===== src/rtl/adc_pkg.sv =====
// adc_pkg - shared types and constants for the dual-channel SPI ADC sampler.
//   state_e      : sequencing FSM states
//   FRAME_PULSES : SCK pulses per conversion frame
//   DATA_FIRST_PULSE : first pulse that carries a data bit (D11)
//   CMD_*        : fixed command bits sent on pulses 1, 2 and 4
//   cmd_bit()    : mosi value for a given pulse number and channel
package adc_pkg;

  localparam int SAMPLE_W         = 12;
  localparam int CNT_W            = 16;
  localparam int PULSE_W          = 5;
  localparam int FRAME_PULSES     = 17;
  localparam int DATA_FIRST_PULSE = 6;

  localparam logic CMD_START = 1'b1;
  localparam logic CMD_SGL   = 1'b1;
  localparam logic CMD_MSBF  = 1'b1;

  typedef enum logic [2:0] {
    IDLE,
    CS_SETUP,
    SHIFT,
    CS_HOLD,
    GAP
  } state_e;

  // Pulse 3 carries the channel select (ODD); pulses 5 and later send 0.
  function automatic logic cmd_bit(input logic [PULSE_W-1:0] pulse, input logic ch);
    logic b;
    case (pulse)
      5'd1:    b = CMD_START;
      5'd2:    b = CMD_SGL;
      5'd3:    b = ch;
      5'd4:    b = CMD_MSBF;
      default: b = 1'b0;
    endcase
    return b;
  endfunction

endpackage


===== src/rtl/adc_sampler_avg4.sv =====
// avg4 - 4-sample moving average for one ADC channel.
// Ports:
//   clk      : system clock
//   reset    : synchronous active-high reset, clears the history to zero
//   sample_i : newest raw 12-bit sample
//   valid_i  : strobe, shifts sample_i into the history
//   avg_o    : (sample_i + last three accepted samples) >> 2, combinational so the
//              caller can register it on the same edge as valid_i
// Only instantiated when ADC_AVG_EN is defined.
module avg4
  import adc_pkg::*;
(
  input  logic                clk,
  input  logic                reset,
  input  logic [SAMPLE_W-1:0] sample_i,
  input  logic                valid_i,
  output logic [SAMPLE_W-1:0] avg_o
);

  logic [SAMPLE_W-1:0] h0_q, h1_q, h2_q;
  logic [SAMPLE_W+1:0] sum;

  assign sum   = {2'b00, sample_i} + {2'b00, h0_q} + {2'b00, h1_q} + {2'b00, h2_q};
  assign avg_o = sum[SAMPLE_W+1:2];

  always_ff @(posedge clk) begin
    if (reset) begin
      h0_q <= '0;
      h1_q <= '0;
      h2_q <= '0;
    end else if (valid_i) begin
      h2_q <= h1_q;
      h1_q <= h0_q;
      h0_q <= sample_i;
    end
  end

endmodule


===== src/rtl/adc_sampler.sv =====
// adc_sampler - sequences a dual-channel 12-bit SPI ADC, alternating channel 0
// and channel 1 frames, and publishes both results together once per pair.
// Parameters:
//   CLK_DIV    : clk cycles per SCK half-period (2..255)
//   GAP_CYCLES : idle clk cycles between frames (>= 1)
// Ports:
//   clk        : system clock
//   reset      : synchronous active-high reset
//   en         : run enable
//   miso       : ADC serial data
//   sck        : SPI clock, idles low
//   cs_n       : ADC chip select, active low
//   mosi       : ADC command bits
//   p1data     : latest channel-0 result
//   p2data     : latest channel-1 result
//   data_valid : one-cycle pulse when p1data/p2data update
// Build option: define ADC_AVG_EN to publish 4-sample moving averages instead
// of raw samples.
//
// state    | meaning
// ---------+-----------------------------------------------------------
// IDLE     | cs_n high, sck low, waiting for en
// CS_SETUP | cs_n low for CLK_DIV cycles, mosi = start bit
// SHIFT    | 17 SCK pulses; command out, 12 data bits in
// CS_HOLD  | cs_n still low, sck low for CLK_DIV cycles after last fall
// GAP      | cs_n high for GAP_CYCLES; results publish on entry after ch1
module adc_sampler
  import adc_pkg::*;
#(
  parameter int CLK_DIV    = 8,
  parameter int GAP_CYCLES = 16
) (
  input  logic                clk,
  input  logic                reset,
  input  logic                en,
  input  logic                miso,
  output logic                sck,
  output logic                cs_n,
  output logic                mosi,
  output logic [SAMPLE_W-1:0] p1data,
  output logic [SAMPLE_W-1:0] p2data,
  output logic                data_valid
);

  localparam logic [CNT_W-1:0] DIV_LOAD = CNT_W'(CLK_DIV - 1);
  localparam logic [CNT_W-1:0] GAP_LOAD = CNT_W'(GAP_CYCLES - 1);

  state_e              state_q, state_d;
  logic [CNT_W-1:0]    div_q, div_d;
  logic [PULSE_W-1:0]  pulse_q, pulse_d;
  logic                sck_q, sck_d;
  logic                cs_n_q, cs_n_d;
  logic                mosi_q, mosi_d;
  logic                ch_q, ch_d;
  logic [SAMPLE_W-1:0] sh_q, sh_d;
  logic [SAMPLE_W-1:0] hold_q, hold_d;
  logic [SAMPLE_W-1:0] p1_q, p1_d;
  logic [SAMPLE_W-1:0] p2_q, p2_d;
  logic                dv_q, dv_d;

  logic                div_tc;
  logic [PULSE_W-1:0]  pulse_nxt;
  logic                pair_done;
  logic [SAMPLE_W-1:0] ch0_out, ch1_out;

  assign div_tc    = (div_q == '0);
  assign pulse_nxt = pulse_q + 5'd1;

`ifdef ADC_AVG_EN
  avg4 u_avg_ch0 (
    .clk      (clk),
    .reset    (reset),
    .sample_i (hold_q),
    .valid_i  (pair_done),
    .avg_o    (ch0_out)
  );

  avg4 u_avg_ch1 (
    .clk      (clk),
    .reset    (reset),
    .sample_i (sh_q),
    .valid_i  (pair_done),
    .avg_o    (ch1_out)
  );
`else
  assign ch0_out = hold_q;
  assign ch1_out = sh_q;
`endif

  always_comb begin
    state_d   = state_q;
    div_d     = div_q;
    pulse_d   = pulse_q;
    sck_d     = sck_q;
    cs_n_d    = cs_n_q;
    mosi_d    = mosi_q;
    ch_d      = ch_q;
    sh_d      = sh_q;
    hold_d    = hold_q;
    p1_d      = p1_q;
    p2_d      = p2_q;
    dv_d      = 1'b0;
    pair_done = 1'b0;

    case (state_q)
      IDLE: begin
        cs_n_d = 1'b1;
        sck_d  = 1'b0;
        mosi_d = 1'b0;
        ch_d   = 1'b0;
        if (en) begin
          state_d = CS_SETUP;
          cs_n_d  = 1'b0;
          mosi_d  = cmd_bit(5'd1, 1'b0);
          pulse_d = 5'd1;
          div_d   = DIV_LOAD;
        end
      end

      CS_SETUP: begin
        if (div_tc) begin
          state_d = SHIFT;
          sck_d   = 1'b1;
          div_d   = DIV_LOAD;
        end else begin
          div_d = div_q - CNT_W'(1);
        end
      end

      SHIFT: begin
        if (sck_q) begin
          if (div_tc) begin
            sck_d = 1'b0;
            div_d = DIV_LOAD;
          end else begin
            div_d = div_q - CNT_W'(1);
          end
        end else begin
          // Registered from the low phase only, so mosi moves one clk after
          // the falling edge and is settled well before the next rise.
          mosi_d = cmd_bit(pulse_nxt, ch_q);
          if (div_tc) begin
            div_d = DIV_LOAD;
            if (pulse_q == PULSE_W'(FRAME_PULSES)) begin
              state_d = CS_HOLD;
            end else begin
              pulse_d = pulse_nxt;
              sck_d   = 1'b1;
              if (pulse_nxt >= PULSE_W'(DATA_FIRST_PULSE)) begin
                sh_d = {sh_q[SAMPLE_W-2:0], miso};
              end
            end
          end else begin
            div_d = div_q - CNT_W'(1);
          end
        end
      end

      CS_HOLD: begin
        if (div_tc) begin
          state_d = GAP;
          cs_n_d  = 1'b1;
          mosi_d  = 1'b0;
          div_d   = GAP_LOAD;
          if (ch_q) begin
            pair_done = 1'b1;
            p1_d      = ch0_out;
            p2_d      = ch1_out;
            dv_d      = 1'b1;
            ch_d      = 1'b0;
          end else begin
            hold_d = sh_q;
            ch_d   = 1'b1;
          end
        end else begin
          div_d = div_q - CNT_W'(1);
        end
      end

      GAP: begin
        if (div_tc) begin
          // A pending channel-1 frame always runs so pairs never split.
          if (ch_q || en) begin
            state_d = CS_SETUP;
            cs_n_d  = 1'b0;
            mosi_d  = cmd_bit(5'd1, ch_q);
            pulse_d = 5'd1;
            div_d   = DIV_LOAD;
          end else begin
            state_d = IDLE;
          end
        end else begin
          div_d = div_q - CNT_W'(1);
        end
      end

      default: state_d = IDLE;
    endcase
  end

  always_ff @(posedge clk) begin
    if (reset) begin
      state_q <= IDLE;
      div_q   <= '0;
      pulse_q <= '0;
      sck_q   <= 1'b0;
      cs_n_q  <= 1'b1;
      mosi_q  <= 1'b0;
      ch_q    <= 1'b0;
      sh_q    <= '0;
      hold_q  <= '0;
      p1_q    <= '0;
      p2_q    <= '0;
      dv_q    <= 1'b0;
    end else begin
      state_q <= state_d;
      div_q   <= div_d;
      pulse_q <= pulse_d;
      sck_q   <= sck_d;
      cs_n_q  <= cs_n_d;
      mosi_q  <= mosi_d;
      ch_q    <= ch_d;
      sh_q    <= sh_d;
      hold_q  <= hold_d;
      p1_q    <= p1_d;
      p2_q    <= p2_d;
      dv_q    <= dv_d;
    end
  end

  assign sck        = sck_q;
  assign cs_n       = cs_n_q;
  assign mosi       = mosi_q;
  assign p1data     = p1_q;
  assign p2data     = p2_q;
  assign data_valid = dv_q;

endmodule


===== config.mk =====
export PLATFORM = sky130hd
export DESIGN_NAME = adc_sampler
export DESIGN_NICKNAME = d
export VERILOG_FILES = /design/src/rtl/adc_pkg.sv /design/src/rtl/adc_sampler_avg4.sv /design/src/rtl/adc_sampler.sv
export SDC_FILE = /design/constraint.sdc
export NUM_CORES = 1
export LEC_CHECK = 0
export ABC_AREA = 1
export BUFFER_PORTS_ARGS = -buffer_cell sky130_fd_sc_hd__buf_2
export CAP_MARGIN = 20
export CORE_ASPECT_RATIO = 0.5
export CORE_MARGIN = 3
export CORE_UTILIZATION = 45
export DETAILED_ROUTE_END_ITERATION = 8
export PLACE_DENSITY = 0.64
export REMOVE_ABC_BUFFERS = 1
export SLEW_MARGIN = 40
export SYNTH_ARGS = -nofsm -noshare
export SYNTH_HDL_FRONTEND = slang
export SYNTH_SLANG_ARGS = --single-unit
export TNS_END_PERCENT = 20

===== constraint.sdc =====
create_clock -name clk -period 2.7 [get_ports clk]
set_input_delay 0.54 -clock clk [delete_from_list [all_inputs] [get_ports clk]]
set_output_delay 0.54 -clock clk [all_outputs]
set_load 0.005 [all_outputs]

==> results by group, run 1 <==
Drt
  • 1st-iter DRT viols: roughly 210
  • Via count: roughly 3,400
  • WL/cell: 12.1 um
  • First-pass iteration count of the detailed router: 5
  • Via density: approximately 5
  • Final ANT Viol Nets: 0
  • DRT Wirelength: between 8 and 9 mm
  • # DRC: 0

Pwr
  • Static Leak: between 0.0015 and 0.002 uW
  • Pwr Density: roughly 1200 mW/mm^2
  • Clock Power Share: around 23%
  • Sequential Power Share: between 30% and 40%
  • Part of the power in combinational logic: between 40% and 50%
  • Pint: between 2000 and 3000 uW
  • NetSw: about 2300 uW
  • Pwr Total: slightly above 5000 uW
  • Maximum vdd drop: 0.658 mV
  • Sw Ratio: 44.9%

Yosys
  • Synth area leader: dfxtp_1
  • Cell area after synthesis: ~0.0038 mm^2
  • Distinct cells, synth: 35
  • Mapped Cells: ~550
  • Top post-synthesis cells by area: dfxtp_1 41%, nand2_1 16%, a21oi_1 7.8%, nor2_1 7.0%, inv_1 3.7%
  • Syn Area/Cell: about 6.9 um^2
  • Multiplexer share of the synthesized area: 0%
  • Sequential area share after synthesis: between 40% and 50%
  • Compound-Gate Fraction of Synth Area: 11.8%
  • Post-Synth Adder-Cell Area: under 10%
  • Largest family of logic cells by synthesized area: simple AND/OR/NAND/NOR gates
  • Synth Area in Simple Gates: a little over a third
  • XOR/XNOR share of the synthesized area: roughly 1.8%
  • FF+latch count, synth: between 70 and 80
  • Yosys Warn Count: 0
  • Top cell type's share of synthesized area: slightly above 40%

Timing
  • TNS Setup: 0 ns
  • Max-slew violation total from the final report: 0
  • Final setup violation count: 0
  • Least-Margin Pin Slew: roughly 0.49 ns
  • Tmin final: roughly 2.2 ns
  • Slew HR: between 60% and 70%
  • Clock skew: roughly 0.0062 ns
  • Unrepaired setup endpoints after global routing: false
  • Final period util: roughly four fifths
  • F_max: about 460 MHz
  • Final Hold Viols: 0

Worst setup path
  • Critical path arrival: roughly 2.4 ns
  • CP startpoint kind: flop
  • Worst R2R Path Depth: 10
  • Setup crit end kind: flop
  • Max FO, Critical Path: 24
  • CP Data Required Time: a little under 3 ns
  • Setup CP Type: reg -> reg

Global routing
  • GRT Total Usage: a little under a fifth
  • Global route total overflow: 0
  • Initial antenna violation count: 0
  • Vias in the first global route: about 3,100
  • Largest net degree at the start of global routing: 48
  • First-pass GRT wire length: approximately 14 mm

Clock network
  • Worst skew pair latency: 0.33 ns
  • Inserted Clock Buffers: 9
  • CTS tree: built
  • Hold-fix buffers at CTS: 0
  • Clock Path Buffers: 2
  • Clock root buffer: clkbuf_16
  • Resize count post-CTS: 0
  • Post-CTS Repair Setup Buffers: 0
  • CTS sink count: 77
  • Reg clk slew, reported paths: around 0.06 ns
  • H-tree depth: 3

Floorplanning
  • Die Span Y: 70.9 um
  • Initial Utilization: about half
  • Die Wd: 136 um
  • Num ports: 32
  • Rows: 22
  • Die Area: 0.00964 mm^2
  • Placeable Area: 0.00773 mm^2

Placement
  • Port bufs: 31
  • HPWL after DPL: between 5 and 6 mm
  • GP Congestion: around 0.90

Final layout
  • Final nets: between 500 and 600
  • Multi-input gate area in the final layout: about 0.0020 mm^2
  • Share of layout cells above drive strength 1: approximately an eighth
  • # fillers: between 700 and 800
  • Final antenna diode count: 0
  • Reg area: between 0.0015 and 0.002 mm^2
  • Area growth syn-to-layout: 13.2%

Run status
  • Status: completed

Hold path
  • Hold crit path type: reg -> reg
  • Hold Path Stages: 2

Job
  • Max-cap violations: 0
==> state kept, by name, indices dropped and copies added, names as in the netlist, 3 cells and up <==
register	cells
ch0_out	12
ch1_out	12
div_q	16
p1data	12
p2data	12
pulse_q	5
state_q	3
==> final timing paths <==
kind,slack (ns),endpoint,start
worst max-delay path,0.53,p1data[0]$_SDFFE_PP0P_,div_q[0]$_SDFFE_PP0P_
worst min-delay path,0.46,p2data[3]$_SDFFE_PP0P_,p2data[3]$_SDFFE_PP0P_
worst max register to register,0.53,p1data[0]$_SDFFE_PP0P_,div_q[0]$_SDFFE_PP0P_
worst min register to register,0.46,p2data[3]$_SDFFE_PP0P_,p2data[3]$_SDFFE_PP0P_
==> kinds of logic (layout without fill, tap and decap cells) <==
| group | after synthesis | count (layout) |
|---|---|---|
| compound gates | 85 | 85 |
| fa+ha+maj | 6 | 6 |
| xor+xnor | 8 | 8 |
| flops | 77 | 77 |
| simple gates | 309 | 309 |
| buf+inv | 64 | 97 |
==> stage by stage <==
step | util, % | setup slack, ns | hold WS [ns] | std cells | instance area, um^2
final | 55.5 | 0.532 | 0.457 | 690 | 4300
after CTS | 55.5 | 0.527 | 0.460 | 690 | 4300
after global routing | 55.5 | 0.275 | 0.471 | 690 | 4300
after detailed placement | 51.8 | 0.538 | 0.450 | 675 | 4010
after floorplan | - | 0.544 | 0.435 | 529 | 3660
after global placement | 51.8 | 0.597 | 0.444 | 675 | 4010
==> critical path, stage by stage, from the launching register on <==
cell     delay (ns)
dfxtp_1        0.30
inv_1          0.11
ha_1           0.28
nand2_2        0.12
nor2_1         0.14
nand2_2        0.27
nor3_4         0.23
buf_4          0.21
inv_2          0.19
nand2_1        0.12
a21oi_1        0.06
==> cell type report <==
| class | instances | area share (%) |
|---|---|---|
| Clock inverter | 6 | 1.49 |
| Sequential cell | 77 | 35.9 |
| Multi-Input combinational cell | 408 | 45.6 |
| Tap cell | 108 | 3.15 |
| Clock buffer | 9 | 5.24 |
| Timing Repair Buffer | 38 | 4.84 |
| Inverter | 44 | 3.85 |
==> per-layer routing <==
metal  vias to the layer above  GRT usage [%]  share of wire, %
li1                       1835              -                 -
met1                      1527           24.7                50
met2                        78           28.5                43
met3                         9           5.33               5.4
met4                         0           5.70               1.2
met5                         -              0                 0
==> cells in the mapped netlist <==
cell type,count
or2_2,1
xor2_1,7
a211oi_1,1
nand4_1,11
nor3_1,6
buf_6,7
o211ai_1,3
clkbuf_1,11
nand4_2,1
inv_1,37
nor2_2,3
buf_2,2
o21ai_0,14
nor3_2,1
a21oi_1,59
nand2_4,1
nand3_2,1
clkinv_1,1
nor4_1,1
o22ai_1,1
nor3_4,1
nand3_4,1
ha_1,6
nor2_1,71
inv_2,6
xnor2_1,1
nand2_1,166
o21bai_1,4
o21ai_1,2
nand3b_1,14
nand3_1,25
nor2_4,1
dfxtp_1,77
a31oi_1,1
nand2_2,4
==> placed cells by master (no fill, tap or decap), types with 2 or more instances in the layout <==
cell / count
nand2_2: 4
ha_1: 6
nor3_1: 6
nand3b_1: 14
nor2_1: 71
nand3_1: 25
a21oi_1: 59
dfxtp_1: 77
clkinv_2: 2
o21bai_1: 4
clkbuf_16: 9
o211ai_1: 3
clkinvlp_4: 2
xor2_1: 7
buf_4: 7
inv_2: 6
o21ai_0: 14
buf_2: 31
nand4_1: 11
o21ai_1: 2
inv_1: 37
nand2_1: 166
nor2_2: 3
==> power by group through the flow <==
stage | clock network [uW] | logic, uW | registers [uW]
finish | 1180 | 2390 | 1560
global route | 1260 | 2760 | 1580
CTS | 1220 | 2380 | 1550
detailed placement | 0 | 2360 | 1580
global placement | 0 | 2360 | 1580
floorplan | 0 | 1870 | 1520
Power figures use the tool's default switching activity.
==> inputs of run 2 (changes only) <==
Settings changed: ABC_AREA 1 to 0.
Clock period 2.7 ns to 2.1 ns, I/O delays scaled along.
==> run 2 against run 1 <==
Compared with the run above:
- cell area grew 5.7%
- combinational power fell by 39%
- sequential share of layout area down 1.9 points
- clock-buffer cell count is 1 higher
- clock power is 44% higher
- critical path type unchanged
- largest power group is now the clock network
- highest routed layer unchanged
==> results by group, run 2 <==
Worst setup path
  • Setup CP Type: reg -> reg
  • Worst reg2reg setup slack: 0.06 ns (-0.47 ns)
  • CP Data Required Time: 2.37 ns (-0.53 ns)
  • CP startpoint kind: flop
  • Max FO, Critical Path: 6 (-75%)
  • Critical path arrival: 2.31 ns (-0.06 ns)
  • Setup crit end kind: flop

Final layout
  • Max FFs per register: 16 (unchanged)
  • Most flop-heavy register: div_q
  • Final nets: 503 (-14%)
  • Leading cell type in the layout, fill and taps excluded: nand2_1
  • Non-Filler Instances: 606 (-12%)
  • Most frequent cells in the layout: 97 x nand2_1, 77 x dfxtp_1, 49 x a21oi_1
  • Final antenna diode count: 0 (unchanged)
  • Share of layout cells above drive strength 1: 24.1% (+11 points)
  • Utilization after layout: 60.2% (+4.7 points)
  • Area growth syn-to-layout: 26.5%

Placement
  • Pre-CTS setup slack: -0.00703 ns (-0.545 ns)
  • GP Congestion: 0.847 (-5.4%)
  • HPWL after DPL: 5.60 mm (-0.41%)
  • Dpl cells: 585 (-13%)
  • Port bufs: 31 (unchanged)

Drt
  • Via count: 3,216 (-6.8%)
  • WL/cell: 13.8 um (+14%)
  • # DRC: 0 (unchanged)
  • Via density: 5.31 (+6.2%)
  • First-pass iteration count of the detailed router: 4 (-1)
  • Final ANT Viol Nets: 0 (unchanged)
  • 1st-iter DRT viols: 174 (-16%)
  • DRT Wirelength: 8.36 mm (+0.29%)

Clock network
  • Reg clk slew, reported paths: 0.06 ns (about the same)
  • Inserted Clock Buffers: 9 (unchanged)
  • Worst skew pair latency: 0.34 ns (about the same)
  • Hold-fix buffers at CTS: 0 (unchanged)
  • H-tree depth: 3 (unchanged)
  • CTS sink count: 77 (unchanged)
  • CTS tree: built
  • Clock Path Buffers: 2 (unchanged)
  • Clock root buffer: clkbuf_16

Yosys
  • Number of enable flip-flop cells after synthesis: 0 (unchanged)
  • Distinct cells, synth: 58 (+66%)
  • FF+latch count, synth: 77 (unchanged)
  • Share of synthesized registers carrying an async set or reset: 0% (unchanged)
  • Top post-synthesis cells by area: dfxtp_1 43%, nand2_1 10%, a21oi_1 7.3%, mux2i_1 3.3%, nor2_1 3.1%
  • Sequential area share after synthesis: 43.0% (+2.3 points)
  • Synth top cells by count: 97 x nand2_1, 77 x dfxtp_1, 52 x a21oi_1
  • Top_reg_cell synth: dfxtp_1
  • Mapped Cells: 433 (-21%)
  • Syn Area/Cell: 8.29 um^2 (+20%)
  • Cell area after synthesis: 0.00359 mm^2 (-5.4%)
  • Top cell type's share of synthesized area: 43.0% (+2.3 points)
  • Synth area leader: dfxtp_1
  • Yosys Warn Count: 0 (unchanged)
  • Most common cell in the netlist: nand2_1

Hold path
  • Hold crit path type: in -> reg

Floorplanning
  • Die Span Y: 69.1 um (-2.5%)
  • Initial Utilization: 47.6% (-1.5 points)
  • Placeable Area: 0.00754 mm^2 (-2.5%)
  • Die Area: 0.00915 mm^2 (-5.1%)
  • Die Wd: 132 um (-2.6%)
  • Rows: 22 (unchanged)
  • Num ports: 32 (unchanged)

Timing
  • Final Hold Viols: 0 (unchanged)
  • Setup ws final: 0.0624 ns (-0.469 ns)
  • Tmin final: 2.04 ns (-0.131 ns)
  • Final setup violation count: 0 (unchanged)
  • Final period util: 97.0% (+17 points)
  • Clock skew: 0.00451 ns (-0.00165 ns)
  • Slew HR: 55.1% (-12 points)
  • F_max: 491 MHz (+6.4%)
  • Fin Hold WS: 0.338 ns (-0.120 ns)
  • Least-Margin Pin Slew: 0.673 ns (+0.181 ns)
  • Max-slew violation total from the final report: 0 (unchanged)

Global routing
  • Largest net degree at the start of global routing: 25 (-48%)
  • Met3 GRT Util: 4.45% (-0.88 points)
  • First-pass GRT wire length: 13.3 mm (-7.5%)
  • Global route total overflow: 0 (unchanged)
  • Vias in the first global route: 2,765 (-10%)
  • GRT busiest layer: met2
  • GR Util met2: 27.2% (-1.3 points)
  • GRT Total Usage: 17.7% (-0.62 points)
  • Initial antenna violation count: 0 (unchanged)
  • GR Layer Usage met1: 23.6% (-1.1 points)

Pwr
  • Clock Power Share: 35.5% (+12 points)
  • Part of the power in combinational logic: 30.2% (-17 points)
  • Sequential Power Share: 34.4% (+4.1 points)
  • Pint: 3300 uW (+17%)
  • Pwr Density: 1060 mW/mm^2 (-12%)
  • Sw Ratio: 31.2% (-14 points)
  • Static Leak: 0.00172 uW (-7.1%)
  • Maximum vdd drop: 0.550 mV (-16%)
  • NetSw: 1490 uW (-35%)

Job
  • Max-cap violations: 0 (unchanged)

Run status
  • Status: completed
[run 2: cell count changes after synthesis, moves of 12 or more]
cell      delta
nand3b_1    -14
nand3_1     -24
inv_1       -25
nand2_1     -69
mux2i_1     +12
nor2_1      -41
[run 2: power groups by stage]
stage	clock [uW]	combinational (uW)	sequential [uW]
after floorplan	0	759	1700
after global placement	0	1310	1670
after detailed placement	0	1320	1660
after CTS	1740	1340	1640
after global routing	1800	1590	1660
final	1700	1450	1650
[run 2: path summary, 6_finish.rpt]
| check | startpoint | endpoint | depth (start not counted) |
|---|---|---|---|
| worst max-delay path | div_q[0]$_SDFFE_PP0P_ | p2data[10]$_SDFFE_PP0P_ | 11 |
| worst max register to register | div_q[0]$_SDFFE_PP0P_ | p2data[10]$_SDFFE_PP0P_ | 11 |
| worst min register to register | p1data[8]$_SDFFE_PP0P_ | p1data[8]$_SDFFE_PP0P_ | 2 |
| worst min-delay path | miso | ch1_out[0]$_SDFFE_PP0P_ | 3 |
[run 2: final cells by class]
class	instances	area, um^2
clock inverters	6	93.8
well taps	108	135
flip-flops and latches	77	1540
clock buffers	10	239
fillers	719	3000
inverters	12	45.0
multi-input cells	317	1920
repair buffers	76	562
[run 2: stage by stage]
step | cell area, um^2 | setup TNS [ns] | total power [uW]
global placement | 4080 | 0 | 2980
finish | 4540 | 0 | 4790
CTS | 4420 | 0 | 4720
detailed placement | 4080 | -0.00703 | 2980
global route | 4540 | -0.775 | 5060
floorplan | 3430 | -6.29 | 2460
[run 2: kinds of logic after synthesis]
family,count (synthesis),share of synthesized area [%]
XOR/XNOR,10,2.44
flip-flops,77,43.0
buffers and inverters,39,5.54
AND/OR/NAND/NOR,183,25.3
AO/OA/AOI/OAI,105,18.0
multiplexers,13,3.66
adder cells (fa/ha/maj),6,2.09
[run 2: repair_timing]
item | CTS | global route
setup buffers | 0 | 3
pin swaps | 0 | 2
setup endpoints to repair | 4 | 54
gates cloned | 0 | 2
gates resized for setup | 2 | 22
[run 2: routing by layer]
layer / wire [um] / vias to the layer above
li1: - / 1639
met1: 4100 / 1499
met2: 3760 / 66
met3: 363 / 12
met4: 131 / 0
met5: 0 / -
[run 2: worst max-delay path, stage by stage (launching register included)]
cell and delay, ns:
dfxtp_1 0.31, inv_1 0.10, ha_4 0.15, nor4b_4 0.22, buf_4 0.17, nand4_4 0.16, buf_6 0.18, nor3_4 0.18
buf_4 0.15, buf_6 0.11, nand2_1 0.08, a21oi_2 0.16
==> inputs of run 3 (changes only) <==
Settings changed: CORE_MARGIN 3 to unset, CORE_UTILIZATION 45 to 48, PLACE_DENSITY 0.64 to 0.68.
==> run 3 against run 2 <==
Compared with the run above:
- hold slack got worse by 0.0059 ns
- core utilization increased by 2.1 points
- global-route usage increased by 3.4 points
- power decreased by 8.2%
- combinational power decreased by 12%
- cell count decreased by 4.3%
- clock-buffer cell count unchanged
- register-to-register slack improved by 0.03 ns
- critical path type unchanged
==> results by group, run 3 (synthesis results as in run 2) <==
Hold path
  • Hold Path Stages: 3 (unchanged)
  • Hold crit path type: in -> reg

Global routing
  • Initial antenna violation count: 0 (unchanged)
  • GRT Total Usage: 21.1% (+3.4 points)
  • Global route total overflow: 0 (unchanged)
  • First-pass GRT wire length: 13.4 mm (+0.83%)
  • Largest net degree at the start of global routing: 40 (+60%)
  • Vias in the first global route: 2,841 (+2.7%)

Clock network
  • Inserted Clock Buffers: 9 (unchanged)
  • Worst skew pair latency: 0.34 ns (about the same)
  • CTS tree: built
  • CTS sink count: 77 (unchanged)
  • H-tree depth: 3 (unchanged)
  • Clock Path Buffers: 2 (unchanged)
  • Reg clk slew, reported paths: 0.06 ns (about the same)
  • Clock root buffer: clkbuf_16

Floorplanning
  • Rows: 21 (-4.5%)
  • Die Area: 0.00785 mm^2 (-14%)
  • Die Span Y: 63.1 um (-8.7%)
  • Die Wd: 124 um (-6.1%)
  • Initial Utilization: 51.7% (+4.2 points)
  • Num ports: 32 (unchanged)
  • Placeable Area: 0.00694 mm^2 (-8.0%)

Timing
  • Setup ws final: 0.0896 ns (+0.0271 ns)
  • Clock skew: 0.00613 ns (+0.00162 ns)
  • Fin Hold WS: 0.332 ns (-0.00585 ns)
  • F_max: 497 MHz (+1.3%)
  • Tmin final: 2.01 ns (-0.0271 ns)
  • Final setup violation count: 0 (unchanged)
  • Final period util: 95.7% (-1.3 points)
  • Slew HR: 65.3% (+10 points)
  • Final Hold Viols: 0 (unchanged)
  • Max-slew violation total from the final report: 0 (unchanged)
  • TNS Setup: 0 ns (unchanged)
  • Least-Margin Pin Slew: 0.517 ns (-0.156 ns)

Placement
  • Port bufs: 31 (unchanged)
  • Pre-CTS setup slack: 0.0508 ns (+0.0578 ns)
  • GP Congestion: 0.869 (+2.5%)
  • HPWL after DPL: 5.32 mm (-5.1%)
  • Dpl cells: 564 (-3.6%)

Drt
  • 1st-iter DRT viols: 326 (+87%)
  • DRT Wirelength: 7.70 mm (-7.8%)
  • WL/cell: 13.3 um (-3.7%)
  • Via density: 5.31 (about the same)
  • Final ANT Viol Nets: 0 (unchanged)
  • # DRC: 0 (unchanged)
  • First-pass iteration count of the detailed router: 4 (unchanged)
  • Via count: 3,080 (-4.2%)

Run status
  • Status: completed

Worst setup path
  • Worst R2R Path Depth: 9 (-2)
  • CP max-delay cell: dfxtp_1
  • Max FO, Critical Path: 12 (+6)
  • Setup CP Type: reg -> reg
  • Most used cell along the critical path: buf_4
  • CP startpoint kind: flop
  • CP cell instances: inv_1, ha_1, nor4b_4, nand4_2, buf_4, and3_1, o21ai_2, buf_4, nor2_1
  • Biggest cell delay along the critical path: 0.31 ns (about the same)
  • Worst reg2reg setup slack: 0.09 ns (+0.03 ns)
  • Top delay family on crit path: simple AND/OR/NAND/NOR gates
  • CP Data Required Time: 2.33 ns (-0.04 ns)
  • Worst path depth: 9 (-2)
  • Critical path arrival: 2.24 ns (-0.07 ns)
  • CP Buf/Inv Count: 3 (-2)
  • Setup crit end kind: flop

Pwr
  • Maximum vdd drop: 0.471 mV (-14%)
  • Pwr Density: 1020 mW/mm^2 (-3.5%)
  • Static Leak: 0.00163 uW (-5.2%)

Final layout
  • Most frequent cells in the layout: 97 x nand2_1, 77 x dfxtp_1, 52 x a21oi_1
  • Area growth syn-to-layout: 20.4%
  • Non-Filler Instances: 580 (-4.3%)
  • Max FFs per register: 16 (unchanged)
  • Leading cell type in the layout, fill and taps excluded: nand2_1
  • Final nets: 493 (-2.0%)
  • Most flop-heavy register: div_q
  • Utilization after layout: 62.3% (+2.1 points)
  • Share of layout cells above drive strength 1: 21.1% (-3.0 points)
  • Final antenna diode count: 0 (unchanged)

Job
  • Max-cap violations: 0 (unchanged)
==> run 3: cell types whose count changed in the layout (fill, tap and decap cells not counted), sizes merged <==
cell | before | now
clkinv | 1 | 2
clkinvlp | 1 | 2
bufinv | 2 | 0
buf | 76 | 66
==> run 3: through the flow <==
stage          area (um^2)  power [uW]
2_1_floorplan         3430        2460
3_3_place_gp          4010        2900
3_5_place_dp          4010        2910
4_1_cts               4290        4390
5_1_grt               4320        4660
6_report              4320        4400
==> run 3: area by class of cell <==
type / instances / area, um^2
Fill cell: 625 / 2620
Multi-Input combinational cell: 317 / 1880
Sequential cell: 77 / 1540
Timing Repair Buffer: 66 / 455
Clock buffer: 10 / 239
Tap cell: 92 / 115
Clock inverter: 6 / 46.3
Inverter: 12 / 45.0
==> run 3: routing by layer <==
layer | vias to the layer above | part of all wire, % | track usage [%] | wire, um
met3 | 8 | 3.6 | 5.95 | 275
met1 | 1416 | 52 | 27.4 | 3970
met2 | 46 | 44 | 33.6 | 3370
met5 | - | 0 | 0 | 0
met4 | 0 | 1.2 | 7.68 | 90
li1 | 1610 | - | - | -
==> run 3: worst reg2reg max path: stages, from the launching register on <==
cell	delay, ns
dfxtp_1	0.31
inv_1	0.06
ha_1	0.18
nor4b_4	0.27
nand4_2	0.22
buf_4	0.25
and3_1	0.23
o21ai_2	0.12
buf_4	0.20
nor2_1	0.07
==> run 3: path summary, 6_finish.rpt <==
path / from / end
worst min-delay path: miso / ch1_out[0]$_SDFFE_PP0P_
worst min register to register: p1data[7]$_SDFFE_PP0P_ / p1data[7]$_SDFFE_PP0P_
worst max register to register: div_q[1]$_SDFFE_PP0P_ / div_q[7]$_SDFFE_PP0P_
worst max-delay path: div_q[1]$_SDFFE_PP0P_ / div_q[7]$_SDFFE_PP0P_
==> run 3: timing repair <==
item                                    CTS  global route
buffers inserted                          0             0
hold endpoints to repair                  0             0
hold buffers                              0             0
endpoints found under the setup margin    0            41
gates resized for setup                   0             7
==> run 3: power by group <==
part / switching (uW) / internal (uW) / leakage [uW]
combinational: 708 / 573 / 0.000873
sequential: 97.8 / 1550 / 0.000623
clock: 630 / 840 / 0.000135
